**config.mk**
```make
export PLATFORM = sky130hd
export DESIGN_NAME = cacheline_burst_adaptor_flat
export DESIGN_NICKNAME = d
export VERILOG_FILES = /design/src/rtl/cacheline_burst_adaptor_if.sv /design/src/rtl/cacheline_burst_adaptor.sv /design/src/flat_wrapper.sv
export SDC_FILE = /design/constraint.sdc
export NUM_CORES = 1
export LEC_CHECK = 0
export CAP_MARGIN = 20
export CORE_MARGIN = 2
export CORE_UTILIZATION = 30
export CTS_CLUSTER_DIAMETER = 60
export DETAILED_ROUTE_END_ITERATION = 10
export GPL_TIMING_DRIVEN = 0
export PLACE_DENSITY = 0.57
export SLEW_MARGIN = 20
export SYNTH_ARGS = -nofsm -noshare
export SYNTH_HDL_FRONTEND = slang
export SYNTH_SLANG_ARGS = --single-unit
```
**constraint.sdc**
```tcl
create_clock -name clk -period 4.5 [get_ports clk]
set_input_delay 0.675 -clock clk [delete_from_list [all_inputs] [get_ports clk]]
set_output_delay 0.675 -clock clk [all_outputs]
set_load 0.01 [all_outputs]
```
**src/rtl/cacheline_burst_adaptor_if.sv**
```systemverilog
// Cache-side and memory-side signals of the cacheline burst adaptor.
// slave: adaptor view; master: the cache/memory environment view.
interface cacheline_burst_adaptor_if #(
  parameter int unsigned LINE_W  = 256,
  parameter int unsigned BURST_W = 64
);
  logic [31:0]        line_addr_i;
  logic               line_read_i;
  logic               line_write_i;
  logic [LINE_W-1:0]  line_wdata_i;
  logic [LINE_W-1:0]  line_rdata_o;
  logic               line_resp_o;
  logic [31:0]        mem_addr_o;
  logic               mem_read_o;
  logic               mem_write_o;
  logic [BURST_W-1:0] mem_wdata_o;
  logic [BURST_W-1:0] mem_rdata_i;
  logic               mem_resp_i;

  modport slave (
    input  line_addr_i, line_read_i, line_write_i, line_wdata_i, mem_rdata_i, mem_resp_i,
    output line_rdata_o, line_resp_o, mem_addr_o, mem_read_o, mem_write_o, mem_wdata_o
  );

  modport master (
    output line_addr_i, line_read_i, line_write_i, line_wdata_i, mem_rdata_i, mem_resp_i,
    input  line_rdata_o, line_resp_o, mem_addr_o, mem_read_o, mem_write_o, mem_wdata_o
  );
endinterface

```
**src/rtl/cacheline_burst_adaptor.sv**
```systemverilog
// Converts one cacheline read/write into a BEATS-beat burst on the memory bus.
// Optional performance counters: define CACHELINE_ADAPTOR_PERF_EN.
module cacheline_burst_adaptor #(
  parameter int unsigned LINE_W  = 256,
  parameter int unsigned BURST_W = 64
) (
  input  logic                    clk,
  input  logic                    rst,
  cacheline_burst_adaptor_if.slave bus
`ifdef CACHELINE_ADAPTOR_PERF_EN
  ,
  output logic [31:0]             perf_rd_lines_o,
  output logic [31:0]             perf_wr_lines_o,
  output logic [31:0]             perf_busy_cycles_o
`endif
);
  localparam int unsigned BEATS    = LINE_W / BURST_W;
  localparam int unsigned OFFSET_W = $clog2(LINE_W / 8);
  localparam int unsigned CNT_W    = $clog2(BEATS);
  localparam logic [31:0] ADDR_MASK = ~32'((1 << OFFSET_W) - 1);

  typedef enum logic [1:0] {ST_IDLE, ST_READ, ST_WRITE, ST_DONE} state_t;

  state_t             state_q;
  logic [CNT_W-1:0]   beat_q;
  logic [31:0]        addr_q;
  logic [LINE_W-1:0]  wline_q;
  logic [LINE_W-1:0]  rline_q;
  logic               mem_read_q;
  logic               mem_write_q;
  logic               line_resp_q;
  logic               last_beat_c;

  assign last_beat_c = (beat_q == CNT_W'(BEATS - 1));

  // Write line is shifted down one beat per ack, so the current beat is always the low slice.
  assign bus.mem_wdata_o  = wline_q[BURST_W-1:0];
  assign bus.mem_addr_o   = addr_q;
  assign bus.mem_read_o   = mem_read_q;
  assign bus.mem_write_o  = mem_write_q;
  assign bus.line_resp_o  = line_resp_q;
  assign bus.line_rdata_o = rline_q;

  always_ff @(posedge clk or negedge rst) begin
    if (!rst) begin
      state_q     <= ST_IDLE;
      beat_q      <= '0;
      addr_q      <= '0;
      wline_q     <= '0;
      rline_q     <= '0;
      mem_read_q  <= 1'b0;
      mem_write_q <= 1'b0;
      line_resp_q <= 1'b0;
    end else begin
      line_resp_q <= 1'b0;
      case (state_q)
        ST_IDLE: begin
          if (bus.line_write_i) begin
            addr_q      <= bus.line_addr_i & ADDR_MASK;
            wline_q     <= bus.line_wdata_i;
            mem_write_q <= 1'b1;
            state_q     <= ST_WRITE;
          end else if (bus.line_read_i) begin
            addr_q     <= bus.line_addr_i & ADDR_MASK;
            mem_read_q <= 1'b1;
            state_q    <= ST_READ;
          end
        end
        ST_READ: begin
          if (bus.mem_resp_i) begin
            rline_q[BURST_W*32'(beat_q) +: BURST_W] <= bus.mem_rdata_i;
            beat_q <= last_beat_c ? '0 : beat_q + CNT_W'(1);
            if (last_beat_c) begin
              mem_read_q  <= 1'b0;
              line_resp_q <= 1'b1;
              state_q     <= ST_DONE;
            end
          end
        end
        ST_WRITE: begin
          if (bus.mem_resp_i) begin
            wline_q <= wline_q >> BURST_W;
            beat_q  <= last_beat_c ? '0 : beat_q + CNT_W'(1);
            if (last_beat_c) begin
              mem_write_q <= 1'b0;
              line_resp_q <= 1'b1;
              state_q     <= ST_DONE;
            end
          end
        end
        ST_DONE: state_q <= ST_IDLE;
        default: state_q <= ST_IDLE;
      endcase
    end
  end

`ifdef CACHELINE_ADAPTOR_PERF_EN
  logic wr_txn_q;

  // Saturating line and busy-cycle counters; the transaction type is remembered for DONE.
  always_ff @(posedge clk or negedge rst) begin
    if (!rst) begin
      wr_txn_q           <= 1'b0;
      perf_rd_lines_o    <= '0;
      perf_wr_lines_o    <= '0;
      perf_busy_cycles_o <= '0;
    end else begin
      if (state_q == ST_WRITE) wr_txn_q <= 1'b1;
      else if (state_q == ST_READ) wr_txn_q <= 1'b0;
      if (state_q != ST_IDLE && perf_busy_cycles_o != '1)
        perf_busy_cycles_o <= perf_busy_cycles_o + 32'd1;
      if (state_q == ST_DONE) begin
        if (wr_txn_q && perf_wr_lines_o != '1) perf_wr_lines_o <= perf_wr_lines_o + 32'd1;
        if (!wr_txn_q && perf_rd_lines_o != '1) perf_rd_lines_o <= perf_rd_lines_o + 32'd1;
      end
    end
  end
`endif

endmodule

```
**src/flat_wrapper.sv**
```systemverilog
// flat-port wrapper written by rule: the top's interface ports become plain ports
module cacheline_burst_adaptor_flat 
#(
  parameter int unsigned LINE_W  = 256,
  parameter int unsigned BURST_W = 64
)
  (clk, rst, bus_line_addr_i, bus_line_read_i, bus_line_write_i, bus_line_wdata_i, bus_mem_rdata_i, bus_mem_resp_i, bus_line_rdata_o, bus_line_resp_o, bus_mem_addr_o, bus_mem_read_o, bus_mem_write_o, bus_mem_wdata_o);
  cacheline_burst_adaptor_if #(.LINE_W(LINE_W), .BURST_W(BURST_W)) bus_i ();
  input  logic clk;
  input  logic rst;
  input wire logic [$bits(bus_i.line_addr_i)-1:0] bus_line_addr_i;
  input wire logic [$bits(bus_i.line_read_i)-1:0] bus_line_read_i;
  input wire logic [$bits(bus_i.line_write_i)-1:0] bus_line_write_i;
  input wire logic [$bits(bus_i.line_wdata_i)-1:0] bus_line_wdata_i;
  input wire logic [$bits(bus_i.mem_rdata_i)-1:0] bus_mem_rdata_i;
  input wire logic [$bits(bus_i.mem_resp_i)-1:0] bus_mem_resp_i;
  output wire logic [$bits(bus_i.line_rdata_o)-1:0] bus_line_rdata_o;
  output wire logic [$bits(bus_i.line_resp_o)-1:0] bus_line_resp_o;
  output wire logic [$bits(bus_i.mem_addr_o)-1:0] bus_mem_addr_o;
  output wire logic [$bits(bus_i.mem_read_o)-1:0] bus_mem_read_o;
  output wire logic [$bits(bus_i.mem_write_o)-1:0] bus_mem_write_o;
  output wire logic [$bits(bus_i.mem_wdata_o)-1:0] bus_mem_wdata_o;
  assign bus_i.line_addr_i = bus_line_addr_i;
  assign bus_i.line_read_i = bus_line_read_i;
  assign bus_i.line_write_i = bus_line_write_i;
  assign bus_i.line_wdata_i = bus_line_wdata_i;
  assign bus_i.mem_rdata_i = bus_mem_rdata_i;
  assign bus_i.mem_resp_i = bus_mem_resp_i;
  assign bus_line_rdata_o = bus_i.line_rdata_o;
  assign bus_line_resp_o = bus_i.line_resp_o;
  assign bus_mem_addr_o = bus_i.mem_addr_o;
  assign bus_mem_read_o = bus_i.mem_read_o;
  assign bus_mem_write_o = bus_i.mem_write_o;
  assign bus_mem_wdata_o = bus_i.mem_wdata_o;
  cacheline_burst_adaptor #(.LINE_W(LINE_W), .BURST_W(BURST_W)) u_core (.clk(clk), .rst(rst), .bus(bus_i));
endmodule
```
==> qor.log <==
[critical_path] register-to-register path setup slack 1870 ps
[logic_synthesis] Cells after Synth 1712
[cells_and_area] Final Instance Area 35460 um2
[critical_path] kind of capture point of the worst setup path flip-flop
[timing] achievable clock frequency 379.5 MHz
[cells_and_area] commonest non-fill, non-tap cell in the layout sky130_fd_sc_hd__clkdlybuf4s50_1
[critical_path] Worst R2R End u_core.bus.line_rdata_o[120]
[floorplanning] die extent in x 290.2 um
[clocking] Root Buffer sky130_fd_sc_hd__clkbuf_16
[clocking] maximum buffer depth of the clock tree 3
[timing] Slew Viols, Final 0
[critical_path] number of cell instances on the worst register-to-register path 8
[cells_and_area] layout overhead on the synthesized area 44.26%
[critical_path] biggest fanout along the worst timing path 10
[critical_path] data required time of the worst path 5020 ps
[floorplanning] number of cell rows 104
[routing] final routed wire length divided by cell count 23.25 um
[placement] Final GP Congestion 0.8395
[cells_and_area] net count of the finished layout 2858
[clocking] total clock sinks 546
[timing] final sum of negative setup slack 0 ps
[logic_synthesis] sequential fraction of the synthesis area 0.5559
[cells_and_area] post-route core utilization 0.4388
[timing] minimum setup slack in the final design 1865 ps
[job] number of max-cap violations 0
[routing] via density per instance 4.719
[min_path] Min-Delay Path Class input pin to async pin
[power_and_ir_drop] maximum resistive drop on vdd 0.0003489 V
[placement] HPWL after DPL 62.87 mm
[timing] share of the clock period used by the worst path 0.5855
[routing] violation count after the first detailed-routing iteration 722
[global_routing] pin count of the biggest net entering global routing 101
[run_status] status finished, final reports clean
[timing] total count of hold-check failures in the final report 0
[critical_path] Critical Path Source Type flip-flop
[timing] Hold WS 107.5 ps
[global_routing] initial antenna violation count 9
[clocking] clock-pin transition on the worst setup and hold timing paths 60 ps
[clocking] post-cts resize count 0
[routing] Routed WL 83.86 mm
[timing] fin crit period 2635 ps
[floorplanning] core outline area 80810 um2
[placement] Placement Cell Area 33060 um2
[routing] router iterations before antenna repair 4
[floorplanning] io pins 712
[global_routing] vias in the first global route 18760
[timing] number of endpoints failing setup at the final stage 0
[timing] headroom to the max-slew limit 0.4123
[logic_synthesis] Synth Cell Area 24580 um2
[timing] RSZ-0062 raised after global routing false
[logic_synthesis] top post-synthesis cells by area sky130_fd_sc_hd__dfrtp_1 (56%), sky130_fd_sc_hd__mux2_4 (12%), sky130_fd_sc_hd__mux2_2 (11%)
[critical_path] Worst R2R Start u_core.beat_q[0]
[global_routing] global route total overflow 0
[floorplanning] area enclosed by the die boundary 84230 um2
[critical_path] critical path arrival 3150 ps
[logic_synthesis] cell taking the most area after synthesis sky130_fd_sc_hd__dfrtp_1
[cells_and_area] leading cell types in the layout, fill and taps excluded sky130_fd_sc_hd__clkdlybuf4s50_1 (698), sky130_fd_sc_hd__dfrtp_1 (546), sky130_fd_sc_hd__mux2_2 (238), sky130_fd_sc_hd__mux2_4 (200), sky130_fd_sc_hd__a22o_1 (187)
[clocking] hold buffers post-CTS 0
[logic_synthesis] synthesized area per cell 14.36 um2
[clocking] H-Tree Depth 3
[clocking] clock insertion delay at the later pin of the skew report 590 ps
[floorplanning] overall die height 290.2 um
[floorplanning] effective utilization at floorplan 0.3042
[routing] # DRC 0
[power_and_ir_drop] Cell Pwr Density 737.5 nW/um2
[timing] largest clock skew in the final design 37.78 ps
[routing] antenna-violating nets left 0
[clocking] number of buffers inserted during clock tree synthesis 68
[logic_synthesis] Synthesis Warnings 0
[clocking] post-CTS setup buffer count 0
[cells_and_area] share of layout cells above drive strength 1 0.2754
[placement] number of input and output port buffers inserted 699
[placement] DP Worst Slack 1778 ps
[power_and_ir_drop] leakage power of the design 0.01544 uW
[global_routing] GRT Util Overall 0.1965
[logic_synthesis] post-synthesis cell type count 39
[clocking] clock tree from TritonCTS yes
[global_routing] first-pass GRT wire length 126.2 mm
[routing] total via count in the routed design 17020
[timing] Tightest Pin Transition 877.8 ps
[critical_path] Worst Setup Path Type flip-flop to flip-flop
[logic_synthesis] number of flip-flops and latches in the synthesized netlist 546
[logic_synthesis] share of the synthesized area in the top cell type 0.5559
==> layer usage <==
metal | global-route usage | vias up | part of all wire
met5 | 0 | - | 0.00064
met4 | 0.04878 | 8 | 0.018
met3 | 0.06608 | 89 | 0.084
met2 | 0.3360 | 608 | 0.49
met1 | 0.2374 | 8722 | 0.41
li1 | - | 7593 | -
==> through the flow <==
| stage | instances | total power, uW |
|---|---|---|
| 2_1_floorplan | 1716 | 15640 |
| 3_3_place_gp | 3475 | 20270 |
| 3_5_place_dp | 3480 | 20460 |
| 4_1_cts | 3602 | 26470 |
| 5_1_grt | 3604 | 27500 |
| 6_report | 3607 | 26150 |
==> worst max path at each step <==
stage                                  from                           end
final                      u_core.beat_q[0]  u_core.bus.line_rdata_o[120]
after global routing       u_core.beat_q[0]   u_core.bus.line_rdata_o[60]
after CTS                  u_core.beat_q[0]   u_core.bus.line_rdata_o[98]
after detailed placement                rst   u_core.bus.line_rdata_o[33]
after global placement                  rst   u_core.bus.line_rdata_o[24]
after floorplan           u_core.state_q[0]           u_core.wline_q[100]
==> kinds of logic after synthesis <==
kind of cell / Yosys count / share of synthesized area
flip-flops: 546 / 0.5559
AO/OA/AOI/OAI: 264 / 0.08323
multiplexers: 483 / 0.2517
adder cells (fa/ha/maj): 11 / 0.005600
other: 1 / 0.0001526
AND/OR/NAND/NOR: 210 / 0.04246
buffers and inverters: 197 / 0.06093
==> sequential cells by signal (all words and copies together), names as in the netlist <==
| name | cells |
|---|---|
| u_core.beat_q | 2 |
| u_core.state_q | 2 |
| u_core.bus.line_rdata_o | 256 |
| u_core.bus.mem_write_o | 1 |
| u_core.bus.mem_addr_o | 27 |
| u_core.bus.line_resp_o | 1 |
| u_core.wline_q | 256 |
| u_core.bus.mem_read_o | 1 |
==> critical path: stages, from the launching register on <==
cell and delay (ps):
sky130_fd_sc_hd__dfrtp_1 410, sky130_fd_sc_hd__buf_4 210, sky130_fd_sc_hd__inv_2 80, sky130_fd_sc_hd__ha_1 390, sky130_fd_sc_hd__nand2b_1 160, sky130_fd_sc_hd__nor3_1 430
sky130_fd_sc_hd__buf_2 370, sky130_fd_sc_hd__buf_2 330, sky130_fd_sc_hd__a22o_1 180
==> cell usage after synthesis (all sizes together) <==
master / count
mux2: 478
nor2b: 65
a22o: 187
or3: 2
a21oi: 2
nand3: 4
nand4: 1
o31ai: 2
nor2: 2
ha: 11
conb: 1
mux2i: 5
a22oi: 1
dfrtp: 546
clkbuf: 49
buf: 143
or4: 1
nor4b: 2
nand2: 120
and3: 1
inv: 5
nand2b: 9
o21ai: 72
nor3: 1
nor4: 2
==> layout make-up <==
cell class	instances	area, um2
clock inverters	29	457.9
inverters	5	18.77
clock buffers	93	1928
flip-flops and latches	546	13660
plain buffers	192	1479
multi-input cells	973	9433
well taps	1060	1326
fillers	7316	45350
diodes	5	12.51
repair buffers	704	7139
==> report_power, final <==
group | total [uW] | internal [uW] | switching [uW]
Sequential | 8250 | 7040 | 1210
Clock | 5810 | 3560 | 2250
Combinational | 12100 | 7310 | 4780
No activity file was read; power rests on OpenSTA's default activity.
